$ cat src/rtl/flag_jump_unit.sv
// -----------------------------------------------------------------------------
// flag_jump_unit
//
// Two-stage pipelined flag and jump evaluator that sits after the ALU.
// Stage 1 registers the ALU word, its jump field, its MSB and a per-byte
// non-zero vector. Each bit of that vector is an 8-input OR of one byte.
// Stage 2 ORs the byte vector to form zr, takes ng from the MSB and
// evaluates the jump condition. Both sides use a valid/ready handshake, so a
// downstream stall propagates back to in_ready in the same cycle.
//
// Parameters:
//   WIDTH  data word width; must be a multiple of 8 and at least 8
//   CNT_W  width of the taken-jump counter (JMP_STATS_EN builds only)
//
// Ports:
//   clk        rising-edge clock
//   rst_n      asynchronous active-low reset
//   in_valid   upstream word valid
//   in_ready   unit can accept a word this cycle
//   in_data    ALU result
//   in_jmp     jump field {lt, eq, gt}
//   out_valid  result valid
//   out_ready  downstream accepts the result
//   out_data   in_data delayed by two stages
//   out_zr     word equals zero
//   out_ng     word MSB is set
//   out_jump   jump taken
//   cnt_clr    (JMP_STATS_EN) synchronous clear of taken_cnt
//   taken_cnt  (JMP_STATS_EN) saturating count of taken jumps handed off
//
// Optional feature macro: JMP_STATS_EN. It adds the taken-jump counter.
// -----------------------------------------------------------------------------
module flag_jump_unit #(
    parameter int WIDTH = 16,
    parameter int CNT_W = 16
) (
    input  logic             clk,
    input  logic             rst_n,
    input  logic             in_valid,
    output logic             in_ready,
    input  logic [WIDTH-1:0] in_data,
    input  logic [2:0]       in_jmp,
    output logic             out_valid,
    input  logic             out_ready,
    output logic [WIDTH-1:0] out_data,
    output logic             out_zr,
    output logic             out_ng,
    output logic             out_jump
`ifdef JMP_STATS_EN
    ,
    input  logic             cnt_clr,
    output logic [CNT_W-1:0] taken_cnt
`endif
);

    localparam int NBYTES = WIDTH / 8;

    // Stage 1 state
    logic              s1_valid_reg;
    logic [WIDTH-1:0]  s1_data_reg;
    logic [2:0]        s1_jmp_reg;
    logic              s1_msb_reg;
    logic [NBYTES-1:0] s1_nz_reg;

    // Stage 2 state (drives the outputs directly)
    logic              s2_valid_reg;
    logic [WIDTH-1:0]  s2_data_reg;
    logic              s2_zr_reg;
    logic              s2_ng_reg;
    logic              s2_jump_reg;

    // Handshake and combinational next values
    logic              s1_adv;
    logic              s2_adv;
    logic [NBYTES-1:0] byte_nz_next;
    logic              zr_next;
    logic              ng_next;
    logic              jump_next;

    // Per-byte 8-input OR, the same structure as an or8way gate.
    genvar gi;
    generate
        for (gi = 0; gi < NBYTES; gi++) begin : g_byte_or
            assign byte_nz_next[gi] = |in_data[gi*8 +: 8];
        end
    endgenerate

    // A stage may advance when it is empty or the stage after it advances.
    assign s2_adv   = !s2_valid_reg || out_ready;
    assign s1_adv   = !s1_valid_reg || s2_adv;
    assign in_ready = s1_adv;

    // Flags are computed from the stage-1 registers and loaded into stage 2.
    // jmp[2] is lt, jmp[1] is eq and jmp[0] is gt.
    assign zr_next   = ~|s1_nz_reg;
    assign ng_next   = s1_msb_reg;
    assign jump_next = (s1_jmp_reg[2] & ng_next)
                     | (s1_jmp_reg[1] & zr_next)
                     | (s1_jmp_reg[0] & ~zr_next & ~ng_next);

    always_ff @(posedge clk or negedge rst_n) begin
        if (!rst_n) begin
            s1_valid_reg <= 1'b0;
            s1_data_reg  <= '0;
            s1_jmp_reg   <= '0;
            s1_msb_reg   <= 1'b0;
            s1_nz_reg    <= '0;
        end else if (s1_adv) begin
            s1_valid_reg <= in_valid;
            if (in_valid) begin
                s1_data_reg <= in_data;
                s1_jmp_reg  <= in_jmp;
                s1_msb_reg  <= in_data[WIDTH-1];
                s1_nz_reg   <= byte_nz_next;
            end
        end
    end

    // When stage 2 takes in a bubble, the payload keeps its previous value.
    // Only the valid flag moves.
    always_ff @(posedge clk or negedge rst_n) begin
        if (!rst_n) begin
            s2_valid_reg <= 1'b0;
            s2_data_reg  <= '0;
            s2_zr_reg    <= 1'b0;
            s2_ng_reg    <= 1'b0;
            s2_jump_reg  <= 1'b0;
        end else if (s2_adv) begin
            s2_valid_reg <= s1_valid_reg;
            if (s1_valid_reg) begin
                s2_data_reg <= s1_data_reg;
                s2_zr_reg   <= zr_next;
                s2_ng_reg   <= ng_next;
                s2_jump_reg <= jump_next;
            end
        end
    end

    assign out_valid = s2_valid_reg;
    assign out_data  = s2_data_reg;
    assign out_zr    = s2_zr_reg;
    assign out_ng    = s2_ng_reg;
    assign out_jump  = s2_jump_reg;

`ifdef JMP_STATS_EN
    logic [CNT_W-1:0] taken_cnt_reg;

    // A clear takes priority over an increment in the same cycle.
    // The count saturates at all-ones.
    always_ff @(posedge clk or negedge rst_n) begin
        if (!rst_n) begin
            taken_cnt_reg <= '0;
        end else if (cnt_clr) begin
            taken_cnt_reg <= '0;
        end else if (s2_valid_reg && out_ready && s2_jump_reg && !(&taken_cnt_reg)) begin
            taken_cnt_reg <= taken_cnt_reg + 1'b1;
        end
    end

    assign taken_cnt = taken_cnt_reg;
`endif

endmodule

$ cat config.mk
export PLATFORM = sky130hd
export DESIGN_NAME = flag_jump_unit
export DESIGN_NICKNAME = d
export VERILOG_FILES = /design/src/rtl/flag_jump_unit.sv
export SDC_FILE = /design/constraint.sdc
export NUM_CORES = 1
export LEC_CHECK = 0
export ABC_AREA = 1
export CAP_MARGIN = 20
export CORE_MARGIN = 3
export CORE_UTILIZATION = 51
export CTS_CLUSTER_SIZE = 10
export DETAILED_ROUTE_END_ITERATION = 10
export PLACE_DENSITY = 0.83
export SETUP_SLACK_MARGIN = 0.3
export SYNTH_ARGS = -nofsm -noshare
export SYNTH_HDL_FRONTEND = slang
export SYNTH_SLANG_ARGS = --single-unit
$ cat constraint.sdc
create_clock -name clk -period 2.5 [get_ports clk]
set_input_delay 0.25 -clock clk [delete_from_list [all_inputs] [get_ports clk]]
set_output_delay 0.25 -clock clk [all_outputs]
set_load 0.1 [all_outputs]
# ---- Word level (Yosys, flattened, before mapping)
# Index checks and enable logic that the tools add are counted.
dict set report word_totals {
  regBits 43
  input_bits 23
  out_inout_bits 21
}
dict set report classes {
  bitwise_logic 7
  reduce_logical 10
}
# operator count
set op_table {}
lappend op_table {{8-bit OR reduction} 2}
lappend op_table {{1-bit bitwise AND} 4}
lappend op_table {{2-bit AND reduction} 2}
lappend op_table {{1-bit logical NOT} 3}
lappend op_table {{1-bit logical OR} 2}
lappend op_table {{1-bit bitwise OR} 2}
lappend op_table {{2-bit OR reduction} 1}
lappend op_table {{1-bit inverter} 1}

# ---- Depth between registers and ports, before layout
# Gate-level depths: netlist of run 1.
dict set report depth {
  depth_word 5
  depth_mapped 7
  mapped_depth_nobuf 6
}

# ---- Worst setup path before layout of run 1
# Ideal clock, no wire load.
dict set report synth_path {
  path_kind {reg-to-reg}
  start {reg s2_valid_reg, in the netlist out_valid}
  end {reg s1_data_reg[10]}
  setup_ps 130
  arrival_ps 2241
  required_ps 2370
  setup_slack_ps 129
  path_stages_with_launch 5
  cell_sequence {dfrtp_1 -> nand3_2 -> nand2_2 -> clkbuf_1 -> o21ai_0}
}
dict set report synth_between {
  elab_chain_cells 4
}
# element line
set synth_rtl {}
lappend synth_rtl {{start: declaration} 66} ;# logic s2_valid_reg;
lappend synth_rtl {{start signal: assignment} 129} ;# s2_valid_reg <= s1_valid_reg;
lappend synth_rtl {{1-bit logical NOT} 89} ;# assign s2_adv = !s2_valid_reg || out_ready;
lappend synth_rtl {{1-bit logical OR} 89}
lappend synth_rtl {{1-bit logical OR} 90} ;# assign s1_adv = !s1_valid_reg || s2_adv;
lappend synth_rtl {{named net in_ready} 40} ;# output logic in_ready,
lappend synth_rtl {{2-bit AND reduction (no line)} n/a}
lappend synth_rtl {{end signal: assignment} 111} ;# s1_data_reg <= in_data;
lappend synth_rtl {{end: declaration} 60} ;# logic [WIDTH-1:0] s1_data_reg;
# The timed path passes the listed nets, and every way through them passes these cells.
# A chain may end at the register's enable or synchronous reset.

# ---- Worst setup path after layout of run 1
dict set report layout_path {
  start {reg s2_valid_reg, in the netlist out_valid}
  end {out in_ready}
}
dict set report layout_between {
  elab_chain_cells 3
}
# element line
set layout_rtl {}
lappend layout_rtl {{1-bit logical NOT} 89}
lappend layout_rtl {{1-bit logical OR} 89}
lappend layout_rtl {{1-bit logical OR} 90}
lappend layout_rtl {{end: declaration} 40}
# No other way between the ends.

==> results of run 1 <==
worst paths after layout:
path / slack, ns / cells past startpoint / to / from
setup / recovery: 1.04 / 2 / in_ready / out_valid
hold / removal: -0.002 / 1 / out_data[2] / rst_n
setup reg to reg: 1.13 / 5 / s1_data_reg[1] / out_valid
hold reg to reg: 0.48 / 2 / out_data[14] / s1_data_reg[14]
max in group asynchronous: 1.96 / 1 / s1_data_reg[11] / rst_n
min in group clk: 0.42 / 3 / s1_jmp_reg[0] / in_jmp[0]
cell families after synthesis:
family / after synthesis / synth area share
buf+inv: 30 / 0.0877
simple gates: 110 / 0.252
compound gates: 17 / 0.0506
flops: 41 / 0.610
power breakdown:
group | internal [uW] | switching (uW) | total (uW) | leakage (uW)
logic | 226 | 907 | 1130 | 0.000621
clock network | 163 | 207 | 370 | 0.0000413
registers | 803 | 83.7 | 887 | 0.000503
metrics by stage:
step	area [um^2]	setup WS (ns)
global route	2140	0.987
finish	2140	1.04
floorplan	1690	0.417
CTS	2140	1.03
detailed placement	2070	0.798
global placement	2070	0.842
worst register-to-register path, cell delays in order (launching register included):
cell and delay, ns:
dfrtp_1 0.44, nand3_4 0.10, nand2_2 0.31, buf_4 0.27, nand2_1 0.08, o21ai_0 0.09
routing by layer:
metal / wire (um) / global-route usage
met5: 0 / 0
met4: 68 / 0.0755
met3: 226 / 0.0660
met2: 1530 / 0.292
met1: 1350 / 0.216
layout make-up:
class / instances / area (um^2)
Sequential cell: 41 / 1030
Inverter: 22 / 82.6
Clock inverter: 1 / 5.00
Fill cell: 282 / 965
Clock buffer: 7 / 65.1
Tap cell: 44 / 55.1
Timing Repair Buffer: 45 / 388
Multi-Input combinational cell: 127 / 517
layout by cell type (no fill, tap or decap), drive strengths merged:
cell / instances
buf: 24
clkdlybuf4s50: 21
nand3: 3
inv: 22
o21ai: 17
clkinv: 1
nor2: 8
nand2: 99
clkbuf: 7
dfrtp: 41
==> results by group, run 1 <==
Worst setup path
  – Setup crit end kind: primary output
  – Worst Path Buf+Inv: 1
  – Crit path required time: 2.25 ns
  – Crit path kind: register to primary output
  – Critical-path top delay cell: dfrtp_1
  – Largest stage delay on the critical path: 0.45 ns
  – Critical Path Start Type: register
  – Crit-path cells: nand3_4, buf_4
  – CP Data Arrival Time: 1.21 ns
  – CP max FO: 3
  – CP delay by family, top: flip-flops

Power and ir drop
  – Leak Pwr: 0.00117 uW
  – Tot Pwr: 2390 uW
  – VDD IR max: 606 uV
  – Pwr Density: 1120 nW/um^2

Timing
  – Minimum clock period: 1.46 ns
  – Max-Slew Margin vs Limit: 0.420
  – Max Slew Vio Count: 0
  – # setup viols final: 0
  – RSZ-0062 raised after global routing: false
  – Worst-margin pin slew: 0.870 ns
  – Hold slack final: -0.00244 ns
  – Highest clock rate: 0.687 GHz
  – Final hold vios: 12
  – Clock Skew: 0.0124 ns
  – Setup_tns: 0 ns
  – Post-route clock period utilization: 0.582

Clock tree
  – Worst-Skew Late Latency: 0.35 ns
  – Clock slew at reported path FFs: 0.12 ns
  – H-tree depth: 2
  – Post-cts hold buffer count: 0
  – Cts repair resizes: 0
  – Setup Buffers After CTS: 0
  – Clock sink total: 41
  – Maximum clock path buffer count: 2
  – Cts bufs inserted: 5
  – TritonCTS clock tree: yes
  – Clock Tree Root: clkbuf_4

Place
  – Port Buf Inserts: 43
  – Final GP Congestion: 0.744
  – Placed insts: 279
  – Post-DP HPWL: 2290 um

Routing
  – Final ANT Viol Nets: 0
  – Residual DRC count: 0
  – 1st-iter DRT viols: 52
  – Drt pass-1 iters: 4
  – Drt total wl: 3180 um
  – Vias after detailed routing: 1300
  – Drt via density: 4.53
  – Drt wl/cell: 11.1 um

Synth
  – Synth Register Bits: 41
  – Ys flop type: dfrtp_1
  – Seq/Total Area, Yosys: 0.610
  – Library cells used by synthesis: 14
  – Largest cells by area after synthesis: dfrtp_1 (61%), nand2_1 (22%), inv_1 (4.7%)
  – Synth cell count leaders: nand2_1 (98), dfrtp_1 (41), inv_1 (21)
  – Netlist Area Pre-Place: 1680 um^2
  – Synthesized area per cell: 8.50 um^2
  – EDFF count, synth: 0
  – Ys Warns: 0
  – Most common cell in the netlist: nand2_1
  – Top-area cell type share of the netlist area: 0.610
  – Cell taking the most area after synthesis: dfrtp_1
  – Syn_nets: 221
  – Cells after synthesis: 198
  – Synth async-reset ratio: 1.00

Floorplanning
  – CORE AREA: 3100 um^2
  – I/O Pins: 44
  – Die H: 63.4 um
  – DIE WIDTH: 63.4 um
  – Die Footprint: 4030 um^2
  – Starting Density: 0.542
  – Row cnt: 20

Cells and area
  – Share of layout cells above drive strength 1: 0.144
  – Final core utilization: 0.689
  – Area growth syn-to-layout: 27.1%
  – Diodes inserted: 0
  – Nets@finish: 265
  – Final cell count without fillers: 287

Global route
  – Final global-route overflow total: 0
  – Largest net degree at the start of global routing: 42
  – Number of global-route vias before repair: 1248
  – Antenna violations before repair: 0
  – First-pass GRT wire length: 5530 um
  – GRT Util Overall: 0.180

Outcome
  – Failing checks: hold timing
  – Status: complete, but fails checks

Flow run
  – Max cap viols: 0

Hold path
  – Path type of the worst min-delay path: input pin to async pin
Power figures use the tool's default switching activity.
==> inputs of run 2 (changes only) <==
Settings changed: CORE_UTILIZATION 51 to 43, PLACE_DENSITY 0.83 to 0.75.
Clock period 2.5 ns to 1.3 ns, I/O delays scaled along.
==> run 2 against run 1 <==
The flow now finishes without violations. Clock power increased by 150%. First-iteration DRC count up 120%. Combinational power rose to 2.6 times the previous value. Via count rose by 15%. Hold slack gained 0.30 ns. Die area is 17% higher. Non-clock buffer count rose by 16. Clock skew shrank 0.0041 ns. Critical endpoint unchanged.
==> results by group, run 2 (synthesized netlist as in run 1, its figures left out) <==
Clock tree
  – H-tree depth: 2 (unchanged)
  – Maximum clock path buffer count: 2 (unchanged)
  – Cts bufs inserted: 5 (unchanged)
  – Worst-Skew Late Latency: 0.30 ns (-0.05 ns)
  – Clock sink total: 41 (unchanged)
  – TritonCTS clock tree: yes
  – Clock slew at reported path FFs: 0.08 ns (-0.04 ns)
  – Clock Tree Root: clkbuf_8

Routing
  – Residual DRC count: 0 (unchanged)
  – 1st-iter DRT viols: 115 (+120%)
  – Drt via density: 4.86 (+7.2%)
  – Drt pass-1 iters: 6 (+2)
  – Drt wl/cell: 14.4 um (+30%)
  – Vias after detailed routing: 1496 (+15%)
  – Final ANT Viol Nets: 0 (unchanged)
  – Drt total wl: 4440 um (+40%)

Flow run
  – Max cap viols: 0 (unchanged)

Timing
  – Hold slack final: 0.302 ns (+0.304 ns)
  – Highest clock rate: 0.796 GHz
  – # setup viols final: 0 (unchanged)
  – Minimum clock period: 1.26 ns
  – Clock Skew: 0.00823 ns (-0.00414 ns)
  – Max-Slew Margin vs Limit: 0.698 (+0.278)
  – Setup_tns: 0 ns (unchanged)
  – Worst-margin pin slew: 0.453 ns (-0.417 ns)
  – Max Slew Vio Count: 0 (unchanged)
  – Final hold vios: 0 (-12)
  – RSZ-0062 raised after global routing: true
  – Post-route clock period utilization: 0.967

Global route
  – Number of global-route vias before repair: 1272 (+1.9%)
  – First-pass GRT wire length: 5820 um (+5.2%)
  – GRT Util Overall: 0.175 (-0.00505)
  – Final global-route overflow total: 0 (unchanged)
  – Antenna violations before repair: 0 (unchanged)
  – Largest net degree at the start of global routing: 24 (-43%)

Cells and area
  – Share of layout cells above drive strength 1: 0.300 (+0.156)
  – Nets@finish: 282 (+6.4%)
  – Most frequent cells in the layout: nand2_1 (94), buf_12 (24), dfrtp_1 (22)
  – Diodes inserted: 0 (unchanged)
  – Area growth syn-to-layout: 64.5%
  – Commonest non-fill, non-tap cell in the layout: nand2_1

Floorplanning
  – Die Footprint: 4700 um^2 (+17%)
  – Die H: 68.6 um (+8.1%)
  – Row cnt: 22 (+10%)
  – I/O Pins: 44 (unchanged)
  – Starting Density: 0.453 (-0.0895)
  – DIE WIDTH: 68.6 um (+8.1%)
  – CORE AREA: 3720 um^2 (+20%)

Worst setup path
  – R2R depth: 6 (+1)
  – CP max FO: 3 (unchanged)
  – Crit path kind: register to primary output
  – Setup crit end kind: primary output
  – CP Data Arrival Time: 1.13 ns (-0.08 ns)
  – Critical Path Start Type: register
  – Reg2reg setup slack: 0.09 ns (-1.04 ns)
  – Crit path required time: 1.17 ns (-1.08 ns)

Outcome
  – Status: finished clean

Power and ir drop
  – Leak Pwr: 0.00138 uW (+18%)
  – Pwr Density: 2080 nW/um^2 (+86%)
  – VDD IR max: 895 uV (+48%)
  – Tot Pwr: 5750 uW (+140%)

Hold path
  – Path type of the worst min-delay path: input pin to async pin

Place
  – Post-DP HPWL: 2670 um (+16%)
  – Final GP Congestion: 0.774 (+4.0%)
  – Port Buf Inserts: 43 (unchanged)
==> run 2: area by class of cell <==
| class | count | area (um^2) |
|---|---|---|
| clock buffer | 7 | 96.3 |
| clock inverter | 1 | 5.00 |
| inverter | 22 | 93.8 |
| tap | 48 | 60.1 |
| timing repair inverter | 1 | 5.00 |
| timing repair buffer | 61 | 882 |
| fill | 242 | 948 |
| sequential | 41 | 1050 |
| multi-input combinational | 127 | 571 |
==> run 2: critical path, cell delays in order (launching register included) <==
cell and delay (ns):
dfrtp_4 0.50, nand3_4 0.07, buf_6 0.10, buf_12 0.16
==> run 2: repair_timing <==
action                     4_1_cts  5_1_grt
hold buffers                     1        0
setup buffers                    4        3
pin swaps                        0        4
setup endpoints to repair       61       61
gates resized for setup          7       19
gates cloned                     0        4
hold endpoints to repair        18        0
==> run 2: stage by stage <==
step           cell area (um^2)  setup slack [ns]   util  instances
5_1_grt                    2770           0.00472  0.745        308
2_1_floorplan              1740            -0.278      -        198
3_5_place_dp               2440           -0.0535  0.658        288
6_report                   2770            0.0433  0.745        308
4_1_cts                    2620            0.0363  0.704        301
3_3_place_gp               2440          0.000557  0.658        288
==> run 2: layer usage <==
layer / GRT usage / wire [um]
met4: 0.0670 / 146
met2: 0.304 / 2490
met3: 0.0502 / 178
met5: 0 / 0
met1: 0.203 / 1630
==> run 2: power breakdown <==
part	switching, uW	leakage, uW	internal [uW]	total (uW)
sequential	281	0.000480	1590	1870
combinational	1870	0.000842	1090	2960
clock	436	0.0000542	480	916
==> run 2: path summary, 6_finish.rpt <==
kind | startpoint | to
worst max-delay path | out_valid | in_ready
worst min-delay path | rst_n | s1_data_reg[14]
worst max register to register | out_valid | out_data[12]
worst min register to register | s1_data_reg[7] | out_data[7]
max in group asynchronous | rst_n | out_data[13]
min in group clk | in_jmp[0] | s1_jmp_reg[0]
==> inputs of run 3 (changes only) <==
Settings changed: CORE_MARGIN 3 to 5, CORE_UTILIZATION 43 to 31, PLACE_DENSITY 0.75 to not set.
==> run 3 against run 2 <==
Wire length up 7.5%. Critical path type unchanged. Sequential share of layout area is 3.0 points lower. Largest power group unchanged. Core utilization shrank 17 points.
==> results by group, run 3 (synthesized netlist as in run 1, its figures left out) <==
Outcome
  – Status: finished clean

Power and ir drop
  – Leak Pwr: 0.00147 uW (+6.5%)
  – Sw frac: 0.454 (+0.00374)
  – Pwr Density: 1940 nW/um^2 (-6.4%)
  – Combinational Power Share: 0.528 (+0.013)
  – Switching power: 2660 uW (+2.6%)
  – VDD IR max: 852 uV (-4.8%)
  – Sequential power share: 0.324 (about the same)
  – Clock share of power: 0.147 (-0.012)
  – Pint: 3190 uW (+1.1%)

Worst setup path
  – R2R depth: 6 (unchanged)
  – Reg2reg setup slack: 0.08 ns (about the same)
  – Setup crit end kind: primary output
  – CP Data Arrival Time: 1.13 ns (about the same)
  – CP max FO: 3 (unchanged)
  – Worst r2r dst: s1_data_reg[13]
  – RR Startpoint: out_valid
  – Critical Path Start Type: register
  – Crit path kind: register to primary output
  – Crit path required time: 1.17 ns (about the same)

Place
  – Post-DP Area: 2470 um^2 (+0.92%)
  – Final GP Congestion: 0.760 (-1.8%)
  – Port Buf Inserts: 43 (unchanged)
  – Post-DP HPWL: 2740 um (+2.7%)

Timing
  – Final hold vios: 0 (unchanged)
  – Max-Slew Margin vs Limit: 0.722 (+0.0244)
  – Post-route clock period utilization: 0.973 (+0.00600)
  – Clock Skew: 0.00747 ns (-0.000760 ns)
  – Max Slew Vio Count: 0 (unchanged)
  – Setup_tns: 0 ns (unchanged)
  – Worst-margin pin slew: 0.416 ns (-0.0365 ns)
  – RSZ-0062 raised after global routing: true
  – Highest clock rate: 0.791 GHz (-0.62%)
  – # setup viols final: 0 (unchanged)
  – Minimum clock period: 1.26 ns (+0.00780 ns)

Clock tree
  – Worst-Skew Late Latency: 0.30 ns (about the same)
  – Clock sink total: 41 (unchanged)
  – H-tree depth: 2 (unchanged)
  – Clock slew at reported path FFs: 0.08 ns (about the same)
  – TritonCTS clock tree: yes
  – Clock Tree Root: clkbuf_8
  – Maximum clock path buffer count: 2 (unchanged)
  – Cts bufs inserted: 5 (unchanged)

Floorplanning
  – Row cnt: 26 (+18%)
  – DIE WIDTH: 83.7 um (+22%)
  – Die Footprint: 7000 um^2 (+49%)
  – Starting Density: 0.323 (-0.130)
  – Die H: 83.7 um (+22%)
  – I/O Pins: 44 (unchanged)
  – CORE AREA: 5200 um^2 (+40%)

Global route
  – Largest net degree at the start of global routing: 20 (-17%)
  – Final global-route overflow total: 0 (unchanged)
  – Number of global-route vias before repair: 1452 (+14%)
  – First-pass GRT wire length: 7230 um (+24%)
  – Antenna violations before repair: 0 (unchanged)
  – GRT Util Overall: 0.129 (-0.0458)

Hold path
  – Path type of the worst min-delay path: input pin to async pin

Cells and area
  – Commonest non-fill, non-tap cell in the layout: nand2_1
  – Area growth syn-to-layout: 78.8%
  – Share of layout cells above drive strength 1: 0.416 (+0.116)
  – Design area: 3010 um^2 (+8.7%)
  – Diodes inserted: 0 (unchanged)
  – Most frequent cells in the layout: nand2_1 (72), buf_12 (23), clkdlybuf4s50_1 (21), dfrtp_1 (21), inv_1 (20)
  – Nets@finish: 291 (+3.2%)

Routing
  – Final ANT Viol Nets: 0 (unchanged)
  – Drt wl/cell: 14.1 um (-2.4%)
  – Residual DRC count: 0 (unchanged)
  – 1st-iter DRT viols: 99 (-14%)
  – Drt pass-1 iters: 5 (-1)
  – Vias after detailed routing: 1499 (+0.20%)
  – Drt via density: 4.42 (-9.0%)
  – Drt total wl: 4780 um (+7.5%)

Flow run
  – Max cap viols: 0 (unchanged)
run 3: changes by cell type in the layout (fill, tap and decap cells not counted), sizes merged:
cell,previous run,this run
clkinvlp,1,3
clkbuf,10,11
nand2,99,100
clkinv,2,0
buf,36,43
run 3: worst max-delay path by stage:
stage	startpoint	to	slack (ns)	depth (start not counted)
finish	out_valid	in_ready	0.04	3
global route	out_valid	in_ready	-0.01	3
CTS	out_valid	s1_data_reg[13]	0.05	5
detailed placement	out_ready	out_jump	-0.1	7
global placement	out_ready	out_jump	-0.04	7
floorplan	out_valid	s1_valid_reg	-0.28	5
run 3: cell type report:
class                      instances  area, um^2
fill                             455        2200
sequential                        41        1060
timing repair buffer              68         966
multi-input combinational        128         706
clock buffer                       8        90.1
inverter                          22        88.8
tap                               70        87.6
timing repair inverter             2        15.0
run 3: worst max-delay path, cell delays in order, from the launching register on:
cell and delay, ns:
dfrtp_4 0.50, nand3_4 0.08, buf_6 0.10, buf_12 0.16
run 3: repair_timing:
| item | CTS | global route |
|---|---|---|
| hold buffers | 1 | 0 |
| hold endpoints to repair | 16 | 0 |
| setup endpoints to repair | 60 | 62 |
| pin swaps | 3 | 7 |
| gates resized for setup | 14 | 50 |
| buffers inserted | 5 | 4 |
| gates cloned | 5 | 5 |
run 3: power by group through the flow:
stage          Clock [uW]  Combinational (uW)  Sequential [uW]
3_3_place_gp            0                2710             1880
6_report              861                3090             1900
5_1_grt               941                3220             1930
3_5_place_dp            0                2740             1890
2_1_floorplan           0                 497             3030
4_1_cts               858                2890             1870
run 3: layer usage:
metal  vias to the layer above  track usage  share of wire
li1                        739            -              -
met1                       708        0.163           0.41
met2                        43        0.213           0.52
met3                         9       0.0434          0.055
met4                         0       0.0307          0.019
met5                         -            0              0
run 3: metrics by stage:
step           hold slack (ns)  utilization  cells  total power [uW]  setup WS, ns
6_report                 0.296        0.578    339              5850        0.0355
5_1_grt                  0.343        0.578    339              6090       -0.0124
4_1_cts                  0.329        0.525    330              5620        0.0459
3_5_place_dp            0.0897        0.474    311              4630       -0.0995
3_3_place_gp            0.0905        0.474    311              4600       -0.0352
2_1_floorplan           -0.166            -    198              3520        -0.278
